===== src/rtl/camera_capture_ctrl.sv =====
// Camera front-end: turns the href/vsync byte stream into cropped, coordinate-tagged pixels
// and hands them out through a small FIFO, with debounced shutter-driven capture modes.
module camera_capture_ctrl #(
  parameter int unsigned DATA_W          = 8,
  parameter int unsigned BPP             = 2,
  parameter int unsigned COLS            = 640,
  parameter int unsigned ROWS            = 480,
  parameter int unsigned FIFO_DEPTH      = 8,
  parameter int unsigned DEBOUNCE_CYCLES = 250000
) (
  input  logic                      clk,
  input  logic                      reset_n,
  input  logic                      cam_href,
  input  logic                      cam_vsync,
  input  logic [DATA_W-1:0]         cam_data,
  input  logic                      shutter_in,
  input  logic                      mode_continuous,
  output logic [BPP*DATA_W-1:0]     pix_data,
  output logic [$clog2(COLS)-1:0]   pix_x,
  output logic [$clog2(ROWS)-1:0]   pix_y,
  output logic                      pix_sof,
  output logic                      pix_eol,
  output logic                      pix_valid,
  input  logic                      pix_ready,
  output logic                      frame_done,
  output logic                      overflow,
  output logic                      busy
);

  localparam int unsigned PW   = BPP * DATA_W;
  localparam int unsigned SRW  = (BPP > 1) ? (BPP - 1) * DATA_W : DATA_W;
  localparam int unsigned XW   = $clog2(COLS);
  localparam int unsigned YW   = $clog2(ROWS);
  localparam int unsigned XCW  = $clog2(COLS + 1);
  localparam int unsigned YCW  = $clog2(ROWS + 1);
  localparam int unsigned BCW  = (BPP > 1) ? $clog2(BPP) : 1;
  localparam int unsigned DCW  = $clog2(DEBOUNCE_CYCLES + 1);
  localparam int unsigned PTRW = $clog2(FIFO_DEPTH);
  localparam int unsigned CNTW = $clog2(FIFO_DEPTH + 1);
  localparam int unsigned EW   = PW + XW + YW + 2;

  localparam logic [XCW-1:0]  ColsC    = XCW'(COLS);
  localparam logic [XCW-1:0]  LastColC = XCW'(COLS - 1);
  localparam logic [YCW-1:0]  RowsC    = YCW'(ROWS);
  localparam logic [BCW-1:0]  LastByteC = BCW'(BPP - 1);
  localparam logic [DCW-1:0]  DebLastC = DCW'(DEBOUNCE_CYCLES - 1);
  localparam logic [CNTW-1:0] DepthC   = CNTW'(FIFO_DEPTH);

  localparam logic [1:0] StIdle      = 2'd0;
  localparam logic [1:0] StSync      = 2'd1;
  localparam logic [1:0] StWaitStart = 2'd2;
  localparam logic [1:0] StCapture   = 2'd3;

  logic            sh_meta_q, sh_sync_q;
  logic            deb_q, deb_d;
  logic [DCW-1:0]  deb_cnt_q, deb_cnt_d;
  logic            arm_q, arm_d;

  logic [1:0]      state_q, state_d;
  logic            cont_q, cont_d;
  logic            stop_q, stop_d;
  logic            fd_q, fd_d;
  logic            ovf_q, ovf_d;
  logic            vsync_prev_q, href_prev_q;

  logic [SRW-1:0]  pix_sr_q, pix_sr_d;
  logic [PW-1:0]   pix_shift;
  logic [BCW-1:0]  byte_cnt_q, byte_cnt_d;
  logic [XCW-1:0]  x_q, x_d;
  logic [YCW-1:0]  y_q, y_d;

  logic [EW-1:0]   mem_q [FIFO_DEPTH];
  logic [PTRW-1:0] wr_ptr_q, wr_ptr_d, rd_ptr_q, rd_ptr_d;
  logic [CNTW-1:0] cnt_q, cnt_d;

  logic vs_rise, vs_fall, href_fall, start_frame, ovf_clr;
  logic push_req, push, pop, full, drop;
  logic [EW-1:0] entry;

  assign vs_rise = cam_vsync & ~vsync_prev_q;
  assign vs_fall = ~cam_vsync & vsync_prev_q;

  // Shutter debounce: the filtered level flips only after a full run of differing samples.
  always_comb begin
    deb_d     = deb_q;
    deb_cnt_d = '0;
    if (sh_sync_q != deb_q) begin
      if (deb_cnt_q == DebLastC) begin
        deb_d = sh_sync_q;
      end else begin
        deb_cnt_d = deb_cnt_q + 1'b1;
      end
    end
    arm_d = deb_d & ~deb_q;
  end

  always_comb begin
    state_d     = state_q;
    cont_d      = cont_q;
    stop_d      = stop_q;
    fd_d        = 1'b0;
    ovf_clr     = 1'b0;
    start_frame = 1'b0;
    case (state_q)
      StIdle: begin
        if (arm_q) begin
          state_d = StSync;
          cont_d  = mode_continuous;
          stop_d  = 1'b0;
          ovf_clr = 1'b1;
        end
      end
      StSync: begin
        if (cam_vsync) state_d = StWaitStart;
      end
      StWaitStart: begin
        if (vs_fall) begin
          state_d     = StCapture;
          start_frame = 1'b1;
        end
      end
      StCapture: begin
        if (vs_rise) begin
          fd_d    = 1'b1;
          state_d = (cont_q && !stop_q && !arm_q) ? StWaitStart : StIdle;
        end
      end
      default: state_d = StIdle;
    endcase
    // A fresh press during a continuous run ends it at the next frame boundary.
    if (state_q != StIdle && arm_q && cont_q) stop_d = 1'b1;
  end

  generate
    if (BPP > 1) begin : g_multi_byte
      assign pix_shift = {pix_sr_q, cam_data};
    end else begin : g_single_byte
      assign pix_shift = cam_data;
    end
  endgenerate

  assign href_fall = (state_q == StCapture) && href_prev_q && !cam_href;

  always_comb begin
    pix_sr_d   = pix_sr_q;
    byte_cnt_d = byte_cnt_q;
    x_d        = x_q;
    y_d        = y_q;
    push_req   = 1'b0;
    if (start_frame) begin
      byte_cnt_d = '0;
      x_d        = '0;
      y_d        = '0;
    end else if (state_q == StCapture && cam_href) begin
      pix_sr_d = pix_shift[SRW-1:0];
      if (byte_cnt_q == LastByteC) begin
        byte_cnt_d = '0;
        push_req   = (x_q < ColsC) && (y_q < RowsC);
        if (x_q < ColsC) x_d = x_q + 1'b1;
      end else begin
        byte_cnt_d = byte_cnt_q + 1'b1;
      end
    end else if (href_fall) begin
      // Any partial pixel left at line end is discarded.
      byte_cnt_d = '0;
      x_d        = '0;
      if (x_q != '0 && y_q < RowsC) y_d = y_q + 1'b1;
    end
  end

  assign entry = {pix_shift, x_q[XW-1:0], y_q[YW-1:0],
                  (x_q == '0) && (y_q == '0), (x_q == LastColC)};

  assign full = (cnt_q == DepthC);
  assign pop  = pix_valid && pix_ready;
  // A full FIFO still takes the push when the head leaves in the same cycle.
  assign push = push_req && (!full || pop);
  assign drop = push_req && full && !pop;

  always_comb begin
    wr_ptr_d = wr_ptr_q;
    rd_ptr_d = rd_ptr_q;
    cnt_d    = cnt_q;
    if (push) wr_ptr_d = wr_ptr_q + 1'b1;
    if (pop)  rd_ptr_d = rd_ptr_q + 1'b1;
    if (push && !pop)      cnt_d = cnt_q + 1'b1;
    else if (pop && !push) cnt_d = cnt_q - 1'b1;
    ovf_d = ovf_clr ? 1'b0 : (ovf_q | drop);
  end

  always_ff @(posedge clk) begin
    if (push) mem_q[wr_ptr_q] <= entry;
  end

  always_ff @(posedge clk or negedge reset_n) begin
    if (!reset_n) begin
      sh_meta_q    <= 1'b0;
      sh_sync_q    <= 1'b0;
      deb_q        <= 1'b0;
      deb_cnt_q    <= '0;
      arm_q        <= 1'b0;
      state_q      <= StIdle;
      cont_q       <= 1'b0;
      stop_q       <= 1'b0;
      fd_q         <= 1'b0;
      ovf_q        <= 1'b0;
      vsync_prev_q <= 1'b0;
      href_prev_q  <= 1'b0;
      pix_sr_q     <= '0;
      byte_cnt_q   <= '0;
      x_q          <= '0;
      y_q          <= '0;
      wr_ptr_q     <= '0;
      rd_ptr_q     <= '0;
      cnt_q        <= '0;
    end else begin
      sh_meta_q    <= shutter_in;
      sh_sync_q    <= sh_meta_q;
      deb_q        <= deb_d;
      deb_cnt_q    <= deb_cnt_d;
      arm_q        <= arm_d;
      state_q      <= state_d;
      cont_q       <= cont_d;
      stop_q       <= stop_d;
      fd_q         <= fd_d;
      ovf_q        <= ovf_d;
      vsync_prev_q <= cam_vsync;
      href_prev_q  <= cam_href;
      pix_sr_q     <= pix_sr_d;
      byte_cnt_q   <= byte_cnt_d;
      x_q          <= x_d;
      y_q          <= y_d;
      wr_ptr_q     <= wr_ptr_d;
      rd_ptr_q     <= rd_ptr_d;
      cnt_q        <= cnt_d;
    end
  end

  // Head entry is masked while empty so idle outputs read as zero.
  always_comb begin
    pix_valid = (cnt_q != '0);
    {pix_data, pix_x, pix_y, pix_sof, pix_eol} = pix_valid ? mem_q[rd_ptr_q] : '0;
  end

  assign frame_done = fd_q;
  assign overflow   = ovf_q;
  assign busy       = (state_q != StIdle);

endmodule


===== config.mk =====
export PLATFORM = sky130hd
export DESIGN_NAME = camera_capture_ctrl
export DESIGN_NICKNAME = d
export VERILOG_FILES = /design/src/rtl/camera_capture_ctrl.sv
export SDC_FILE = /design/constraint.sdc
export NUM_CORES = 1
export LEC_CHECK = 0
export CORE_MARGIN = 1.5
export CORE_UTILIZATION = 31
export CTS_CLUSTER_DIAMETER = 30
export DETAILED_ROUTE_END_ITERATION = 8
export GPL_ROUTABILITY_DRIVEN = 0
export SETUP_SLACK_MARGIN = 0.5
export SYNTH_ARGS = -nofsm -noshare
export SYNTH_HDL_FRONTEND = slang
export SYNTH_SLANG_ARGS = --single-unit

===== constraint.sdc =====
create_clock -name clk -period 10.65 [get_ports clk]
set_input_delay 2.13 -clock clk [delete_from_list [all_inputs] [get_ports clk]]
set_output_delay 2.13 -clock clk [all_outputs]
set_load 0.005 [all_outputs]

=== Yosys cells after proc, flatten, opt, wreduce, memory -nomap -nowiden ===
Memory sizes are Yosys's and may differ from the RTL's.
Index checks and enable logic that the tools add are counted.

* Register bits after elaboration: 68
* Latch bits: 0
* Bits in writable memories: 296
* ROM bits: 0
* Input port bits: 15
* Memories kept: 1

* Add/subtract/negate cells: 8
* Multiply operators: 0
* Divide/modulo/power cells: 0
* Order comparisons: 2
* Equality and inequality tests: 14
* Shift-type cells: 0
* Muxes and demuxes: 41
* Bitwise logic cells: 8
* Reductions and logical operators: 41

{| class="wikitable"
|+ Memory list
! memory !! words !! width !! rd ports !! clocked after Yosys merged registers in !! wr ports !! line !! text
|-
| mem_q || 8 || 37 || 1 || 0 || 1 || 72 || <nowiki>logic [EW-1:0] mem_q [FIFO_DEPTH];</nowiki>
|}

{| class="wikitable"
|+ Operator list
! cell !! number
|-
| 2-to-1 mux 10 bit || 5
|-
| 2-to-1 mux 37 bit || 1
|-
| 2-to-1 mux 18 bit || 2
|-
| 2-to-1 mux 9 bit || 4
|-
| 2-to-1 mux 1 bit || 21
|-
| adder 18 x 1 -> 18 bit, second input constant || 1
|-
| equality test 18 bit, second input constant || 1
|-
| logical AND 1 bit || 16
|-
| nonzero test 2 bit || 6
|-
| adder 10 x 1 -> 10 bit, second input constant || 1
|-
| equality test 10 bit, second input constant || 1
|-
| logical NOT 10 bit || 1
|-
| < comparator 10 bit, second input constant || 1
|-
| 2-to-1 mux 2 bit || 5
|-
| != test 2 bit, second input constant || 5
|-
| nonzero test 10 bit || 1
|-
| adder 9 x 1 -> 9 bit, second input constant || 1
|-
| logical NOT 9 bit || 1
|-
| < comparator 9 bit, second input constant || 1
|-
| 2-to-1 mux 4 bit || 2
|-
| one-hot mux 2 bit (4 select lines) || 1
|-
| adder 3 x 1 -> 3 bit, second input constant || 2
|-
| logical NOT 1 bit || 6
|-
| AND reduction 2 bit || 3
|-
| 18 further kinds || 25
|}

=== Depth between registers and ports, before layout ===
* Depth in word-level cells: 10
* Mapped depth: 12

=== Worst setup path after synthesis ===
No wires, ideal clock.

* Path type: input-to-reg
* From: input port cam_href
* To: memory mem_q[0][0] (netlist name), enable pin
* Library setup time: 524 ps
* Data arrival time: 6,342 ps
* Data required time: 10,126 ps
* Slack: 3,784 ps
* Stages: 5
* Buffers on the path: 1
* Path through: and3_1 > and3_1 > buf_2 > nand2_1 > nor4_1

* Cells in the longest elaborated chain, start to end: 6

{| class="wikitable"
|+ RTL lines
! item !! line !! text
|-
| from (decl) || 13 || <nowiki>input logic cam_href,</nowiki>
|-
| logical AND 1 bit || 154 || <nowiki>end else if (state_q == StCapture && cam_href) begin</nowiki>
|-
| 2-to-1 mux 1 bit || 154 ||
|-
| 2-to-1 mux 1 bit || 150 || <nowiki>if (start_frame) begin</nowiki>
|-
| logical AND 1 bit || 177 || <nowiki>assign push = push_req && (!full || pop);</nowiki>
|-
| 2-to-1 mux 1 bit || 192 || <nowiki>if (push) mem_q[wr_ptr_q] <= entry;</nowiki>
|-
| 2-to-1 mux 1 bit (implied by the code) || 192 ||
|-
| to (decl) || 72 ||
|}

No other way between the ends.

=== Worst setup path after layout ===
* From: register rd_ptr_q[0]
* To: output port pix_x[2]

* Cells in the longest elaborated chain, start to end: 2

{| class="wikitable"
|+ RTL lines
! item !! line !! text
|-
| from (decl) || 73 || <nowiki>logic [PTRW-1:0] wr_ptr_q, wr_ptr_d, rd_ptr_q, rd_ptr_d;</nowiki>
|-
| from (signal assigned) || 234 || <nowiki>rd_ptr_q <= rd_ptr_d;</nowiki>
|-
| memory read (8 x 37 bit) || -- ||
|-
| 2-to-1 mux 37 bit || 242 || <nowiki>{pix_data, pix_x, pix_y, pix_sof, pix_eol} = pix_valid ? mem_q[rd_ptr_q] : '0;</nowiki>
|-
| to (decl) || 19 || <nowiki>output logic [$clog2(COLS)-1:0] pix_x,</nowiki>
|}

No other way between the ends.

==> impl_metrics.json <==
{
  "yosys_warnings": 0,
  "antennaDiodeCount": 0,
  "synthFlopType": "edfxtp_1",
  "p_leak_nw": 6.62,
  "synth-async-reset-ratio": 0.187,
  "clk_path_buf_depth": 3,
  "coreArea_um2": 46600,
  "syn_nets": 827,
  "powerDensity_nw_per_um2": 203,
  "ys_seq_area_frac": 0.725,
  "vias_per_cell": 4.88,
  "drc": 0,
  "min_to": "sh_sync_q",
  "relSlewSlack": 0.165,
  "syn_area_per_cell_um2": 18.2,
  "stdcell_area_um2": 18400,
  "root_buffer": "clkbuf_16",
  "syn_inst": 801,
  "cts_setup_buffers": 0,
  "holdCritPathClass": "reg -> reg",
  "cts_buffers": 71,
  "synth_cell_types": 52,
  "dieWidth_um": 220,
  "dpl.hpwl_mm": 16.8,
  "postRouteAntennaNets": 0,
  "htree_levels": 3,
  "tightestPinTransition_ps": 1250,
  "path_class": "reg -> out",
  "grt_pass1_wl_mm": 46.7,
  "syn2layout_area_growth_pct": 25.8,
  "drtIter0Drc": 552,
  "place_area_um2": 16000,
  "reg2reg_depth": 5,
  "crit_fanout": 51,
  "critPathLaunchType": "flip-flop",
  "nNetsFinal": 938,
  "vias": 7693,
  "setup_viol": 0,
  "routed_wl_mm": 30.3,
  "first_pass_iters": 4,
  "grt_use_total": 0.128,
  "r2r_end": "mem_q[1][25]",
  "start_util": 0.314,
  "clkTransAtPathRegs_ps": 40,
  "antenna_found_initial": 0,
  "timing_hold_violations_final": 0,
  "hp-start": "sh_meta_q",
  "rsz0062_at_grt": "false",
  "row_count": 79,
  "outcome": "finished clean",
  "grt_remaining_overflow": 0,
  "fin_setup_tns_ps": 0,
  "synth_seq_cells": 364,
  "cp-end-kind": "output pin",
  "rrSetupSlack_ps": 6680,
  "fp.dieH_um": 220,
  "max_freq_ghz": 0.171,
  "hold_buffers": 0,
  "maxSlewViolCount": 0,
  "cts_sinks": 364,
  "layout-drive-gt1-share": 0.245,
  "grt_max_degree": 69,
  "grt_pass1_vias": 8092,
  "die_area_um2": 48400,
  "cts_resized": 0,
  "syn_area_um2": 14600,
  "fin_crit_ps": 5860,
  "insertion_delay_ps": 590,
  "cap_violations": 0,
  "holdPathStages": 0,
  "required_ps": 8520,
  "worstPathArrival_ps": 3730,
  "cts_tree": "done",
  "numPortBuffers": 55,
  "irDropWorstVdd_uv": 115,
  "finalCritPeriodShare": 0.550,
  "io_pins": 56,
  "routedWlPerCell_um": 19.2,
  "finalClockSkew_ps": 29.0,
  "reg2reg_from": "state_q[1]",
  "synth_edf_count": 296
}
cells in the mapped netlist, drive strengths merged (5+ instances only):
cell    number  area (µm²)
a21oi       14        70.1
a31oi        5        31.3
and3        10        62.6
and4         6        53.8
buf         13        66.3
clkbuf      19        71.3
dfrtp       68        1700
edfxtp     296        8890
ha          10         125
inv         16        60.1
mux2        14         158
mux2i       42         420
mux4        74        1670
nand2       22        82.6
nand3       18        90.1
nand4        6        37.5
nor2        69         259
nor3        10        50.1
nor4         6        37.5
o21ai        8        51.3
o31ai        9        67.6
or4          6        48.8
xnor2       15         131
xor2         7        61.3
worst max-delay path, cell delays in order, from the launching register on:
cell             delay (ps)
dfrtp_4                 760
buf_4                   910
mux4_2                  620
mux2i_1                 300
nor2_1                   80
clkdlybuf4s50_1         460
worst max-delay path by stage:
stage | from | to | slack (ps) | depth (start not counted)
3_3_place_gp | cam_href | mem_q[3][24] | 4650 | 6
5_1_grt | rd_ptr_q[0] | pix_x[2] | 4460 | 5
2_1_floorplan | cam_href | mem_q[0][0] | 3780 | 5
6_report | rd_ptr_q[0] | pix_x[2] | 4790 | 5
3_5_place_dp | cam_href | mem_q[1][24] | 4480 | 6
4_1_cts | rd_ptr_q[0] | pix_x[2] | 4650 | 5
area by class of cell:
cell class / instances / area, µm²
clock inverters: 41 / 503
clock buffers: 89 / 1920
multi-input cells: 389 / 3880
repair buffers: 70 / 661
flip-flops and latches: 364 / 10600
fillers: 4170 / 28200
inverters: 16 / 60.1
well taps: 607 / 759
through the flow:
stage | power (mW) | instances | util | setup WS, ps | hold slack, ps
floorplan | 1.56 | 801 | - | 3780 | 331
global route | 3.84 | 1576 | 0.395 | 4460 | 349
finish | 3.73 | 1576 | 0.395 | 4790 | 341
CTS | 3.77 | 1576 | 0.395 | 4650 | 345
detailed placement | 1.58 | 1446 | 0.343 | 4480 | 338
global placement | 1.58 | 1446 | 0.343 | 4650 | 338
power by group:
group / total, mW / internal [mW] / switching, mW
Clock: 2.18 / 1.42 / 0.760
Sequential: 1.53 / 1.53 / 0.00151
Combinational: 0.0186 / 0.00595 / 0.0127
Total: 3.73 / 2.96 / 0.774
layout by cell type, fill, tap and decap left out, types with 7 or more instances in the layout:
master / n
buf_4: 16
nand2_1: 22
a21oi_1: 14
clkinv_2: 7
dfrtp_1: 65
o21ai_0: 7
clkbuf_1: 13
clkdlybuf4s50_1: 54
nand3_1: 18
o31ai_1: 9
xor2_1: 7
mux2i_1: 42
edfxtp_1: 296
clkinvlp_4: 10
xnor2_1: 15
clkinv_4: 7
nor2_1: 66
ha_1: 10
inv_1: 16
mux4_2: 74
and3_1: 10
clkbuf_16: 73
mux2_2: 14
layer usage:
layer	up-vias	GRT usage	part of all wire
li1	3439	-	-
met5	-	0	0
met1	4005	0.170	0.46
met4	0	0.0478	0.023
met2	185	0.203	0.47
met3	64	0.0334	0.047
cell families (layout without fill, tap and decap cells):
group	after synthesis	after routing	share of synthesized area
compound gates	54	54	0.0255
buf+inv	48	216	0.0135
xor+xnor	22	22	0.0132
fa+ha+maj	11	11	0.00993
flops	364	364	0.725
mux	130	130	0.154
simple gates	172	172	0.0594
state kept, by name, summed over array words and instances, names as in the netlist, 2 cells and up:
| signal | count |
|---|---|
| rd_ptr_q | 3 |
| state_q | 2 |
| cnt_q | 4 |
| wr_ptr_q | 3 |
| y_q | 9 |
| pix_sr_q | 8 |
| deb_cnt_q | 18 |
| mem_q | 296 |
| x_q | 10 |
(Power assumes the default switching activity.)
